**config.mk**
```make
export PLATFORM = sky130hd
export DESIGN_NAME = hello_scroller
export DESIGN_NICKNAME = d
export VERILOG_FILES = /design/src/rtl/hello_scroller.sv
export SDC_FILE = /design/constraint.sdc
export NUM_CORES = 1
export LEC_CHECK = 0
export CORE_MARGIN = 4
export CORE_UTILIZATION = 35
export DETAILED_ROUTE_END_ITERATION = 6
export HOLD_SLACK_MARGIN = 0.05
export PLACE_DENSITY = 0.69
export SLEW_MARGIN = 20
export SYNTH_ARGS = -nofsm -noshare
export SYNTH_HDL_FRONTEND = slang
export SYNTH_SLANG_ARGS = --single-unit
```
**constraint.sdc**
```tcl
create_clock -name clk -period 2.15 [get_ports clk]
set_clock_uncertainty 0.15 [all_clocks]
set_input_delay 0.43 -clock clk [delete_from_list [all_inputs] [get_ports clk]]
set_output_delay 0.43 -clock clk [all_outputs]
set_load 0.03 [all_outputs]
```
**src/rtl/hello_scroller.sv**
```systemverilog
// hello_scroller: shifts the message "HELLO" plus three blanks across six
// active-low seven-segment digits. One display step is taken for every
// TICK_DIV qualifying upstream ticks. The FSM first fills the display (FILL)
// and then keeps scrolling (SCROLL) until it is restarted or reset.
module hello_scroller #(
   parameter int unsigned TICK_DIV = 1
) (
   input  logic       clk,
   input  logic       reset_n,
   input  logic       clk_en,
   input  logic       tick,
   input  logic       start,
   input  logic       pause,
   output logic [6:0] hex5,
   output logic [6:0] hex4,
   output logic [6:0] hex3,
   output logic [6:0] hex2,
   output logic [6:0] hex1,
   output logic [6:0] hex0,
   output logic       scrolling,
   output logic       msg_wrap
);

   typedef enum logic [1:0] {
      IDLE   = 2'd0,
      FILL   = 2'd1,
      SCROLL = 2'd2
   } state_t;

   // Character codes held in the display registers
   localparam logic [2:0] CH_H     = 3'd0;
   localparam logic [2:0] CH_E     = 3'd1;
   localparam logic [2:0] CH_L     = 3'd2;
   localparam logic [2:0] CH_O     = 3'd3;
   localparam logic [2:0] CH_BLANK = 3'd4;

   // Divider terminal count: the step happens on the tick where div hits it
   localparam logic [3:0] DIV_LAST = 4'(TICK_DIV - 1);
   // The eighth step of FILL is the one taken while fill_cnt is 7
   localparam logic [3:0] FILL_LAST = 4'd7;

   // Message ROM: H E L L O followed by three blanks
   function automatic logic [2:0] msg_char(input logic [2:0] idx);
      logic [2:0] c;
      case (idx)
         3'd0:    c = CH_H;
         3'd1:    c = CH_E;
         3'd2:    c = CH_L;
         3'd3:    c = CH_L;
         3'd4:    c = CH_O;
         default: c = CH_BLANK;
      endcase
      return c;
   endfunction

   // Active-low {g,f,e,d,c,b,a}; any unused code shows blank
   function automatic logic [6:0] seg_decode(input logic [2:0] code);
      logic [6:0] s;
      case (code)
         CH_H:    s = 7'h09;
         CH_E:    s = 7'h06;
         CH_L:    s = 7'h47;
         CH_O:    s = 7'h40;
         default: s = 7'h7F;
      endcase
      return s;
   endfunction

   state_t          state;
   state_t          state_next;
   logic [5:0][2:0] disp;       // disp[5] is the leftmost digit
   logic [2:0]      ptr;
   logic [3:0]      div;
   logic [3:0]      fill_cnt;
   logic            qual;
   logic            step;
   logic            restart;

   // Qualify ticks, detect steps and restarts, and pick the next FSM state
   always_comb begin
      state_next = state;
      qual       = clk_en && tick && !pause && (state != IDLE);
      step       = qual && (div == DIV_LAST);
      restart    = clk_en && !pause && start;
      case (state)
         IDLE: begin
            if (restart) state_next = FILL;
            else         state_next = IDLE;
         end
         FILL: begin
            if (restart)                             state_next = FILL;
            else if (step && (fill_cnt == FILL_LAST)) state_next = SCROLL;
            else                                     state_next = FILL;
         end
         SCROLL: begin
            if (restart) state_next = FILL;
            else         state_next = SCROLL;
         end
         default: state_next = IDLE;
      endcase
   end

   // FSM state register
   always_ff @(posedge clk or negedge reset_n) begin
      if (!reset_n) state <= IDLE;
      else          state <= state_next;
   end

   // Display shift register, message pointer, tick divider and fill counter
   always_ff @(posedge clk or negedge reset_n) begin
      if (!reset_n) begin
         disp     <= {6{CH_BLANK}};
         ptr      <= 3'd0;
         div      <= 4'd0;
         fill_cnt <= 4'd0;
      end else if (restart) begin
         // Restart wins over a step arriving in the same cycle
         disp     <= {6{CH_BLANK}};
         ptr      <= 3'd0;
         div      <= 4'd0;
         fill_cnt <= 4'd0;
      end else if (step) begin
         disp <= {disp[4:0], msg_char(ptr)};
         ptr  <= ptr + 3'd1;
         div  <= 4'd0;
         if (state == FILL) fill_cnt <= fill_cnt + 4'd1;
         else               fill_cnt <= fill_cnt;
      end else if (qual) begin
         div <= div + 4'd1;
      end else begin
         // Paused, disabled or idle: everything holds
         disp     <= disp;
         ptr      <= ptr;
         div      <= div;
         fill_cnt <= fill_cnt;
      end
   end

   // One-cycle pulse after the step that wraps the pointer from 7 to 0
   always_ff @(posedge clk or negedge reset_n) begin
      if (!reset_n) msg_wrap <= 1'b0;
      else          msg_wrap <= step && !restart && (ptr == 3'd7);
   end

   assign scrolling = (state == SCROLL);

   assign hex5 = seg_decode(disp[5]);
   assign hex4 = seg_decode(disp[4]);
   assign hex3 = seg_decode(disp[3]);
   assign hex2 = seg_decode(disp[2]);
   assign hex1 = seg_decode(disp[1]);
   assign hex0 = seg_decode(disp[0]);

endmodule

```
# ---- Yosys cells after proc, flatten, opt, wreduce, memory -nomap -nowiden
# Cells that the tools add are included.
dict set report word_totals {
  ff_bits 32
  in_bits 6
  out_inout_bits 44
  word_cells 88
}
dict set report classes {
  n_addsub 3
  eq_ne 26
  n_mux 22
  reduce_logical 26
}
# operator count
set op_table {}
lappend op_table {{case mux 7 bit (4 select lines)} 6}
lappend op_table {{equality test 3 x 2 -> 1 bit (second input constant)} 14}
lappend op_table {{2-to-1 mux 18 bit} 2}
lappend op_table {{2-to-1 mux 4 bit} 6}
lappend op_table {{equality test 3 x 1 -> 1 bit (second input constant)} 7}
lappend op_table {{logical NOT 3 bit} 7}
lappend op_table {{case mux 3 bit (4 select lines)} 1}
lappend op_table {{logical AND 1 bit} 9}
lappend op_table {{adder 4 x 1 -> 4 bit (second input constant)} 2}
lappend op_table {{equality test 3 bit (second input constant)} 2}
lappend op_table {{2-to-1 mux 2 bit} 3}
lappend op_table {{2-to-1 mux 3 bit} 2}
lappend op_table {{case mux 2 bit (3 select lines)} 1}
lappend op_table {{nonzero test 2 bit} 3}
lappend op_table {{equality test 4 x 3 -> 1 bit (second input constant)} 1}
lappend op_table {{logical NOT 4 bit} 1}
lappend op_table {{adder 3 x 1 -> 3 bit (second input constant)} 1}
lappend op_table {{nonzero test 3 bit} 1}
lappend op_table {{equality test 2 x 1 -> 1 bit (second input constant)} 1}
lappend op_table {{equality test 2 bit (second input constant)} 1}
lappend op_table {{logical NOT 1 bit} 2}
lappend op_table {{logical NOT 2 bit} 1}
lappend op_table {{AND reduction 2 bit} 1}
lappend op_table {{OR reduction 2 bit} 1}
lappend op_table {{2-to-1 mux 1 bit} 1}

# ---- Depth between registers and ports, before layout
# Gate-level depths: netlist of run 1.
dict set report depth {
  word_depth 8
  ltp_mapped 7
  ltp_nobuf 5
}

# ---- Worst setup path after synthesis of run 1
# No wires, ideal clock.
dict set report synth_timing {
  kind {register to register}
  start {reg div[0]}
  end {reg ptr[2]}
  setup_time_ps 126
  t_arrival_ps 1607
  path_slack_ps 267
  path_stages_with_launch 7
  synth_period_minus_slack_ps 1883
  path_cell_list {dfrtp_1 > inv_1 > ha_1 > nand4bb_4 > buf_6 > or3_4 > a221o_1}
}
dict set report synth_between {
  elab_chain_cells 3
}
# element line_no
set synth_rtl {}
lappend synth_rtl {{start: declaration} 73} ;# logic [3:0] div;
lappend synth_rtl {{start signal: assignment} 129} ;# div <= div + 4'd1;
lappend synth_rtl {{start signal: assignment} 134} ;# div <= div;
lappend synth_rtl {{logical NOT 4 bit} 83} ;# step = qual && (div == DIV_LAST);
lappend synth_rtl {{logical AND 1 bit} 83}
lappend synth_rtl {{nonzero test 2 bit (no source line)} -}
lappend synth_rtl {{end signal: assignment} 124} ;# ptr <= ptr + 3'd1;
lappend synth_rtl {{end signal: assignment} 133} ;# ptr <= ptr;
lappend synth_rtl {{end: declaration} 72} ;# logic [2:0] ptr;
# Every way passes these cells.
# A chain may end at the register's enable or synchronous reset.

# ---- Final worst setup path of run 1
dict set report layout_timing {
  start {reg div[0]}
  end {reg fill_cnt[2]}
}
dict set report layout_between {
  elab_chain_cells 4
}
# element line_no
set layout_rtl {}
lappend layout_rtl {{logical NOT 4 bit} 83}
lappend layout_rtl {{logical AND 1 bit} 83}
lappend layout_rtl {{nonzero test 2 bit (no source line)} -}
lappend layout_rtl {{AND reduction 2 bit (no source line)} -}
lappend layout_rtl {{end signal: assignment} 126} ;# if (state == FILL) fill_cnt <= fill_cnt + 4'd1;
lappend layout_rtl {{end signal: assignment} 127} ;# else fill_cnt <= fill_cnt;
lappend layout_rtl {{end signal: assignment} 135} ;# fill_cnt <= fill_cnt;
lappend layout_rtl {{end: declaration} 74} ;# logic [3:0] fill_cnt;
# Every way passes these cells.

==> results of run 1 <==
path summary, 6_finish.rpt:
kind                            slack (ns)  depth (start not counted)                      end                     from
worst min register to register        0.39                          2  fill_cnt[3]$_DFFE_PN0P_  fill_cnt[3]$_DFFE_PN0P_
worst max-delay path                  0.15                          5  fill_cnt[2]$_DFFE_PN0P_       div[0]$_DFFE_PN0P_
max in group asynchronous             1.13                          2     disp[14]$_DFFE_PN1P_                  reset_n
worst max register to register        0.15                          5  fill_cnt[2]$_DFFE_PN0P_       div[0]$_DFFE_PN0P_
worst min-delay path                  0.39                          2       msg_wrap$_DFF_PN0_                  reset_n
min in group clk                      0.39                          2  fill_cnt[3]$_DFFE_PN0P_  fill_cnt[3]$_DFFE_PN0P_
cells in the final DEF (no fill, tap or decap), types with 2 or more instances in the layout:
cell / synthesis / layout
a21oi_1: 5 / 5
a22o_1: 11 / 11
buf_4: 12 / 15
clkbuf_8: 0 / 5
clkdlybuf4s50_1: 0 / 6
dfrtp_1: 26 / 26
dfstp_2: 6 / 6
dlygate4sd2_1: 0 / 41
dlymetal6s2s_1: 0 / 2
ha_1: 7 / 7
inv_1: 6 / 6
mux2i_1: 5 / 5
nand2_1: 2 / 2
nand2b_1: 17 / 17
nand3_1: 5 / 5
nand3b_1: 2 / 2
nor2_1: 2 / 2
nor2b_1: 2 / 2
nor4_1: 3 / 3
o21ai_0: 4 / 4
o21bai_1: 6 / 6
o22a_1: 5 / 5
o311ai_0: 3 / 3
o31a_1: 2 / 2
o31ai_1: 6 / 6
or2_2: 6 / 6
or4_1: 2 / 2
xnor2_1: 6 / 6
where the power goes:
group	switching, W	leakage, nW	internal [W]	total (W)
Sequential	0.0000452	0.414	0.000642	0.000687
Combinational	0.000203	0.585	0.000142	0.000345
Clock	0.000219	0.0552	0.000344	0.000562
Total	0.000467	1.05	0.00113	0.00159
cells by family (layout without fill, tap and decap cells):
kind of cell    after synthesis  in the layout  share of synthesized area (%)
xor+xnor                      6              6                          2.713
mux                           5              5                          2.584
buf+inv                      33             78                          9.690
compound gates               49             49                          19.77
fa+ha+maj                     7              7                          4.522
flops                        32             32                          41.73
simple gates                 52             52                          18.99
registers in the layout, indices dropped and copies added, names as in the netlist:
name,count
disp,18
msg_wrap,1
state,2
fill_cnt,4
div,4
ptr,3
worst max-delay path, cell delays in order (launching register included):
cell,delay (ns)
dfrtp_1,0.41
inv_1,0.09
ha_1,0.25
or3b_1,0.47
o311ai_0,0.36
o41ai_1,0.13
final cells by class:
class,count,share of cell area (%)
clock buffers,6,2.876
multi-input cells,119,37.28
clock inverters,2,1.388
repair buffers,64,22.06
flip-flops and latches,32,32.03
inverters,6,0.8924
well taps,70,3.471
routing by layer:
metal	routed length (um)	vias to the layer above	share of wire, %
met2	2120	45	50
met4	28	0	0.66
met3	272	2	6.4
met5	0	-	0
li1	-	744	-
met1	1846	726	43
metrics by stage:
stage / setup slack, ns / power (W) / hold WS (ns) / setup TNS, ns
final: 0.1508 / 0.001594 / 0.3890 / 0
after global placement: -0.02107 / 0.001074 / 0.3756 / -0.09938
after CTS: 0.001241 / 0.001615 / 0.3890 / 0
after detailed placement: -0.04392 / 0.001080 / 0.3799 / -0.2021
after global routing: 0.06053 / 0.001675 / 0.4013 / 0
after floorplan: 0.2665 / 0.0009461 / -0.01559 / 0
timing repair:
action	in CTS	in global routing
gates resized for setup	41	2
pin swaps	0	0
setup endpoints to repair	42	2
==> flow_metrics.tcl, run 1 <==
set metrics [dict create \
    rsz0062_at_grt "no" \
    grt_usage_pct 13.61 \
    cp-start-kind "register" \
    cts_tree "built" \
    finalHoldViolCount 0 \
    ios 50 \
    synth-main-ff-cell "dfrtp_1" \
    use_met1_pct 16.64 \
    gp_congestion 0.8803 \
    max_slew_margin_pct 67.08 \
    final_cell_area_mm2 0.002524 \
    syn_area_mm2 0.001937 \
    path_clk_slew_ns 0.07 \
    grt_pass1_wl_um 7024 \
    dr.pass1.iters 4 \
    stdcell_count 299 \
    post-route-min-period_ns 1.999 \
    cp_max_fo 5 \
    drive_above_1_share_pct 17.47 \
    grt_pass1_vias 1473 \
    cts.path.max_buffers 2 \
    yosys.area.top_type "dfrtp_1" \
    dp_cells 291 \
    cp.required_ns 2.15 \
    drv_cap 0 \
    ys_types 45 \
    drc 0 \
    multi_input_area_um2 940.9 \
    n_antenna_cell 0 \
    rows 26 \
    drt_iter0_drc 66 \
    start_util_pct 36.98 \
    num_vias 1517 \
    worstPathArrival_ns 2.00 \
    syn_inst 184 \
    synth_async_sr_flop_share_pct 100.0 \
    antenna_found_initial 0 \
    p_leak_nw 1.054 \
    vias_per_cell 5.074 \
    clk-insertion-delay-late_ns 0.28 \
    ctsHoldBuffers 0 \
    grt_overflow 0 \
    wirelength_um 4268 \
    grt_max_degree 33 \
    regArea_um2 808.3 \
    nNetsFinal 241 \
    detail-route-antenna-nets 0 \
    wl_per_cell_um 14.27 \
    min_period_over_period_pct 92.99 \
    dieHeight_um 82.39 \
    core_mm2 0.005238 \
    die_w_um 82.39 \
    htreeDepth 2 \
    yosys-top-cells-area "dfrtp_1 (34%), dfstp_2 (8.1%), nand2b_1 (5.5%)" \
    ys_ff_latch 32 \
    top_usage_layer "met2" \
    grt_use_met2_pct 22.84 \
    yosysWarnings 0 \
    cts_buffers 5 \
    tightest_slew_ns 0.4938 \
    fillCellCount 491 \
    postCtsSetupRepairBufs 0 \
    io_buffers 49 \
    place_area_mm2 0.002462 \
    critPathCaptureType "register" \
    cts_root_buffer "clkbuf_8" \
    hpwl_um 3114 \
    seq_area_frac_synth_pct 41.73 \
    power_density_mw_per_mm2 631.6 \
    cts_num_sinks 32 \
    synth_area_per_cell_um2 10.53 \
    hold_path.class "in -> async" \
    status "complete, no violations" \
    area_delta_synth_final_pct 30.30 \
    synth_fp_nets 197 \
    fin_util_pct 48.18 \
    setup_violations 0 \
    met3_usage_pct 3.905 \
    dieArea_mm2 0.006788 \
    ir_drop_mv 0.4409 \
    report.final.slew_viol_count 0 \
    synth_most_common_cell "dfrtp_1" \
    ys_top_cells_by_count "dfrtp_1 (26), nand2b_1 (17), buf_4 (12)" \
    synth_edf_count 0 \
    crit_type "reg -> reg" \
    fmax_mhz 500.2 \
    yosys.area.top_type_share_pct 33.59 \
]
Power figures use the tool's default switching activity.
==> inputs of run 2 (changes only) <==
- CELL_PAD_IN_SITES_DETAIL_PLACEMENT: unset -> 1
- CELL_PAD_IN_SITES_GLOBAL_PLACEMENT: unset -> 2
- CORE_UTILIZATION: 35 -> 30
- PLACE_DENSITY: 0.69 -> 0.87
==> run 2 against run 1 <==
  * Register-to-register slack is essentially flat
  * Die area grew 15%
  * Global-route usage shrank 0.54 points
  * Critical path type is now reg -> out
  * Design area grew 1.1%
  * Clock-buffer cell count shrank 1
  * Highest routed layer unchanged
  * Critical path depth shrank 3
==> flow_metrics.tcl, run 2 (synthesis gave the netlist of run 1 again) <==
set metrics [dict create \
    status "complete, no violations" \
    p_leak_nw 1.063 \
    num_vias 1551 \
    cts_num_sinks 32 \
    ctsHoldBuffers 0 \
    layout_commonest_cell "dlygate4sd2_1" \
    power_density_mw_per_mm2 638.5 \
    fmax_mhz 494.2 \
    drt_iter0_drc 40 \
    gp_congestion 0.7915 \
    met3_usage_pct 3.073 \
    grt_pass1_wl_um 7962 \
    path_clk_slew_ns 0.07 \
    worstPathArrival_ns 1.44 \
    reg2reg_slack_ns 0.15 \
    finalHoldViolCount 0 \
    nNetsFinal 244 \
    final_cell_mix "dlygate4sd2_1 (43), dfrtp_1 (26), buf_4 (18)" \
    hold_path.class "in -> async" \
    grt_overflow 0 \
    ios 50 \
    grt_use_met2_pct 23.73 \
    drv_cap 0 \
    vias_per_cell 5.019 \
    n_antenna_cell 0 \
    crit_buf_inv 1 \
    setup_tns_ns 0 \
    dr.pass1.iters 4 \
    critPathCaptureType "primary output" \
    clk-insertion-delay-late_ns 0.29 \
    cp-start-kind "register" \
    top_usage_layer "met2" \
    area_delta_synth_final_pct 31.72 \
    wirelength_um 4750 \
    cts_root_buffer "clkbuf_8" \
    grt_pass1_vias 1631 \
    use_met1_pct 14.95 \
    tightest_slew_ns 0.4924 \
    cts_buffers 5 \
    hpwl_um 3611 \
    cts.path.max_buffers 2 \
    drc 0 \
    grt_usage_pct 13.07 \
    critical_path.top_delay_family "flip-flops" \
    dieHeight_um 88.35 \
    rows 29 \
    cts_tree "built" \
    setup_violations 0 \
    ir_drop_mv 0.2877 \
    start_util_pct 30.68 \
    path_cells "nand2b_1 -> dlygate4sd2_1" \
    cp_slowest_cell "dfstp_2" \
    io_buffers 49 \
    largest_registers "disp x18, div x4, fill_cnt x4" \
    report.final.slew_viol_count 0 \
    p_total_w 0.001629 \
    slowest_delay_ns 0.60 \
    core_mm2 0.006314 \
    die_w_um 88.35 \
    largest-register "disp" \
    rsz0062_at_grt "no" \
    crit_type "reg -> out" \
    largest_register_ffs 18 \
    cp_max_fo 8 \
    post-route-min-period_ns 2.024 \
    cp.required_ns 1.57 \
    drive_above_1_share_pct 18.97 \
    min_period_over_period_pct 94.12 \
    antenna_found_initial 0 \
    dieArea_mm2 0.007806 \
    grt_max_degree 33 \
    max_slew_margin_pct 67.17 \
    wl_per_cell_um 15.37 \
    detail-route-antenna-nets 0 \
    htreeDepth 2 \
    postCtsSetupRepairBufs 0 \
]
==> run 2: worst paths after layout <==
check / depth (start not counted) / start / endpoint
hold reg to reg: 2 / fill_cnt[3]$_DFFE_PN0P_ / fill_cnt[3]$_DFFE_PN0P_
min in group clk: 2 / fill_cnt[3]$_DFFE_PN0P_ / fill_cnt[3]$_DFFE_PN0P_
setup / recovery: 2 / disp[2]$_DFFE_PN1P_ / hex0[2]
hold / removal: 2 / reset_n / div[1]$_DFFE_PN0P_
setup reg to reg: 5 / div[0]$_DFFE_PN0P_ / disp[14]$_DFFE_PN1P_
max in group asynchronous: 2 / reset_n / disp[5]$_DFFE_PN1P_
==> run 2: area by class of cell <==
| type | count | area (um^2) |
|---|---|---|
| clock buffers | 5 | 68.82 |
| clock inverters | 3 | 42.54 |
| fillers | 727 | 3762 |
| inverters | 6 | 22.52 |
| multi-input cells | 119 | 940.9 |
| flip-flops and latches | 32 | 808.3 |
| well taps | 77 | 96.34 |
| repair buffers | 67 | 571.8 |
==> run 2: repair_timing <==
action | 4_1_cts | 5_1_grt
gates cloned | 0 | 0
gates resized for setup | 43 | 1
pin swaps | 0 | 0
endpoints found under the hold margin | 0 | 0
endpoints found under the setup margin | 43 | 1
==> run 2: metal layers <==
layer,vias up,part of all wire (%),routed length [um]
met4,0,1.2,58
met5,-,0,0
met3,7,4.5,216
li1,747,-,-
met2,31,51,2436
met1,766,43,2038
==> run 2: report_power, final <==
group	internal (W)	total, W	switching (W)
Sequential	0.000641	0.000690	0.0000491
Clock	0.000343	0.000586	0.000244
Combinational	0.000144	0.000352	0.000208
==> run 2: stage by stage <==
step           hold WS [ns]  worst slack [ns]  util [%]  area, um^2  cells
6_report             0.3853            0.1264     40.41        2551    309
5_1_grt              0.4088           0.02257     40.41        2551    309
4_1_cts              0.3978           0.09941     40.41        2551    309
3_5_place_dp         0.3877          -0.07813     39.50        2494    301
3_3_place_gp         0.3721          -0.04631     39.50        2494    301
2_1_floorplan      -0.01559            0.2665         -        1937    184
==> patch: new RTL, config.mk and constraints of run 1 <==
Encoding of `state_t`: now one-hot (3 bits for 3 states).
--- a/src/rtl/hello_scroller.sv
+++ b/src/rtl/hello_scroller.sv
@@ -21,10 +21,10 @@
    output logic       msg_wrap
 );
 
-   typedef enum logic [1:0] {
-      IDLE   = 2'd0,
-      FILL   = 2'd1,
-      SCROLL = 2'd2
+   typedef enum logic [2:0] {
+      IDLE   = 3'b001,
+      FILL   = 3'b010,
+      SCROLL = 3'b100
    } state_t;
 
    // Character codes held in the display registers
Function: same outputs for any inputs over 10 cycles, from zero or initial values and one cycle with reset_n low; not proved beyond that.
==> patch against run 1 <==
Routed wire length is 4.1% lower; sequential cell count is 1 higher; highest routed layer unchanged; synthesized cell count is 12% higher; count of clock-buffer cells in the layout is 1 higher; die area is 4.5% higher; synthesized area is 5.0% higher; total power is 7.3% lower; cell count is 7.0% higher; worst setup slack worse by 110 ps; cell area is 4.8% higher; critical path depth is 4 lower; non-clock buffer count is 3 lower; combinational power is 12% lower.
==> patch: results (changes against run 1) <==
Initial antenna violation count - 0 (unchanged)
Seq/Total Area, Yosys - 41.0% (-0.71 points)
Tot GR Track Use - 11.5% (-2.1 points)
Commonest cells post-synth - 26 x dfrtp_1, 25 x mux2i_1, 24 x nand2_1
Critical-path maximum fanout - 7 (+2)
YS warnings - 0 (unchanged)
CTS max path bufs - 2 (unchanged)
Slowest cell on the critical path - clkdlybuf4s50_1
Final HPWL DP - 3.09 mm (-0.91%)
Max_slew headroom - 71.7% (+4.7 points)
Synthesized-area fraction occupied by adder cells - 4.31% (-0.22 points)
Biggest regs - disp x18, div x4, fill_cnt x4
First-pass GRT wire length - 6.71 mm (-4.5%)
Synthesized Nets - 219 (+11%)
Post-Route WL - 4.09 mm (-4.1%)
Pre-Repair DR Iteration Count - 4 (unchanged)
Mux share of post-synthesis cell area - 12.3% (+9.7 points)
Slowest Stage Delay on Critical Path - 680 ps (+210 ps)
Root Buffer - clkbuf_8
Critical path data arrival time - 1530 ps (-470 ps)
Reg clk slew, reported paths - 70 ps (about the same)
Largest net degree at the start of global routing - 34 (+3.0%)
Vias in the first global route - 1442 (-2.1%)
Placer Congestion - 0.728 (-17%)
Port buffer count - 49 (unchanged)
VDD IR-drop max - 0.000241 V (-45%)
Top delay family on crit path - buffers and inverters
Synth Area in Compound Gates - 7.87% (-12 points)
Synth Area in XOR/XNOR - 2.58% (-0.13 points)
Fill count - 552 (+12%)
NumNets Final - 260 (+7.9%)
Worst r2r path cells - 5 (unchanged)
# diodes - 0 (unchanged)
Status - finished, final reports clean
Total CTS buffers - 5 (unchanged)
Clk Latency, worst-skew pair - 290 ps
Leakage - 1.14 nW (+8.4%)
Ys async rst share - 100% (unchanged)
Top cells by area, synth - dfrtp_1 32%, mux2i_1 12%, dfstp_2 9.0%
First-iteration detailed-routing DRC count - 68 (+3.0%)
Distinct cells, synth - 39 (-13%)
Sw Ratio - 29.8% (+0.49 points)
Via-to-Cell Ratio - 4.76 (-6.2%)
Fraction of layout instances using a drive strength above 1 - 15.3% (-2.1 points)
CTS HTree Levels - 2 (unchanged)
Hold Path Class - input pin to asynchronous set/reset pin
patch: path summary, 6_finish.rpt:
check                            start           to  slack, ps
setup / recovery               disp[5]      hex1[4]         40
setup reg to reg                div[0]  fill_cnt[3]        150
min in group clk           fill_cnt[1]  fill_cnt[1]        410
hold / removal                 reset_n     disp[12]        390
hold reg to reg            fill_cnt[1]  fill_cnt[1]        410
max in group asynchronous      reset_n      disp[2]       1110
patch: stage by stage:
stage	worst slack [ps]	hold WS (ps)	cell area, sq um	std cells	utilization (%)
2_1_floorplan	246	-15.6	2030	206	-
3_3_place_gp	109	381	2570	312	46.1
3_5_place_dp	84.8	398	2570	312	46.1
4_1_cts	3.00	404	2620	320	47.0
5_1_grt	1.65	424	2640	320	47.4
6_report	40.9	388	2640	320	47.4
patch: area by class of cell:
| type | instances | share of cell area, % |
|---|---|---|
| multi-input cells | 141 | 38.6 |
| flip-flops and latches | 33 | 31.6 |
| repair buffers | 61 | 22.2 |
| well taps | 72 | 3.41 |
| clock buffers | 7 | 3.27 |
| inverters | 5 | 0.710 |
| clock inverters | 1 | 0.284 |
patch: logic make-up (layout without fill, tap and decap cells):
group,after synthesis,after routing
compound gates,25,25
xor+xnor,6,6
fa+ha+maj,7,7
buf+inv,32,74
flops,33,33
mux,25,25
simple gates,78,78
patch: what timing repair did:
action | in CTS | in global routing
setup buffers | 0 | 0
resized for setup | 33 | 9
setup endpoints to repair | 33 | 10
patch: layer usage:
metal / routed length, um / vias up / global-route usage, %
met3: 241 / 5 / 3.53
met2: 1930 / 31 / 19.7
met4: 44 / 0 / 3.07
li1: - / 775 / -
met5: 0 / - / 0
met1: 1880 / 712 / 14.1
patch: power groups by stage:
stage / Sequential (mW) / Combinational (mW) / Clock, mW
after floorplan: 0.690 / 0.230 / 0
after global placement: 0.701 / 0.327 / 0
after detailed placement: 0.702 / 0.333 / 0
after CTS: 0.690 / 0.311 / 0.493
after global routing: 0.695 / 0.334 / 0.518
final: 0.690 / 0.305 / 0.482
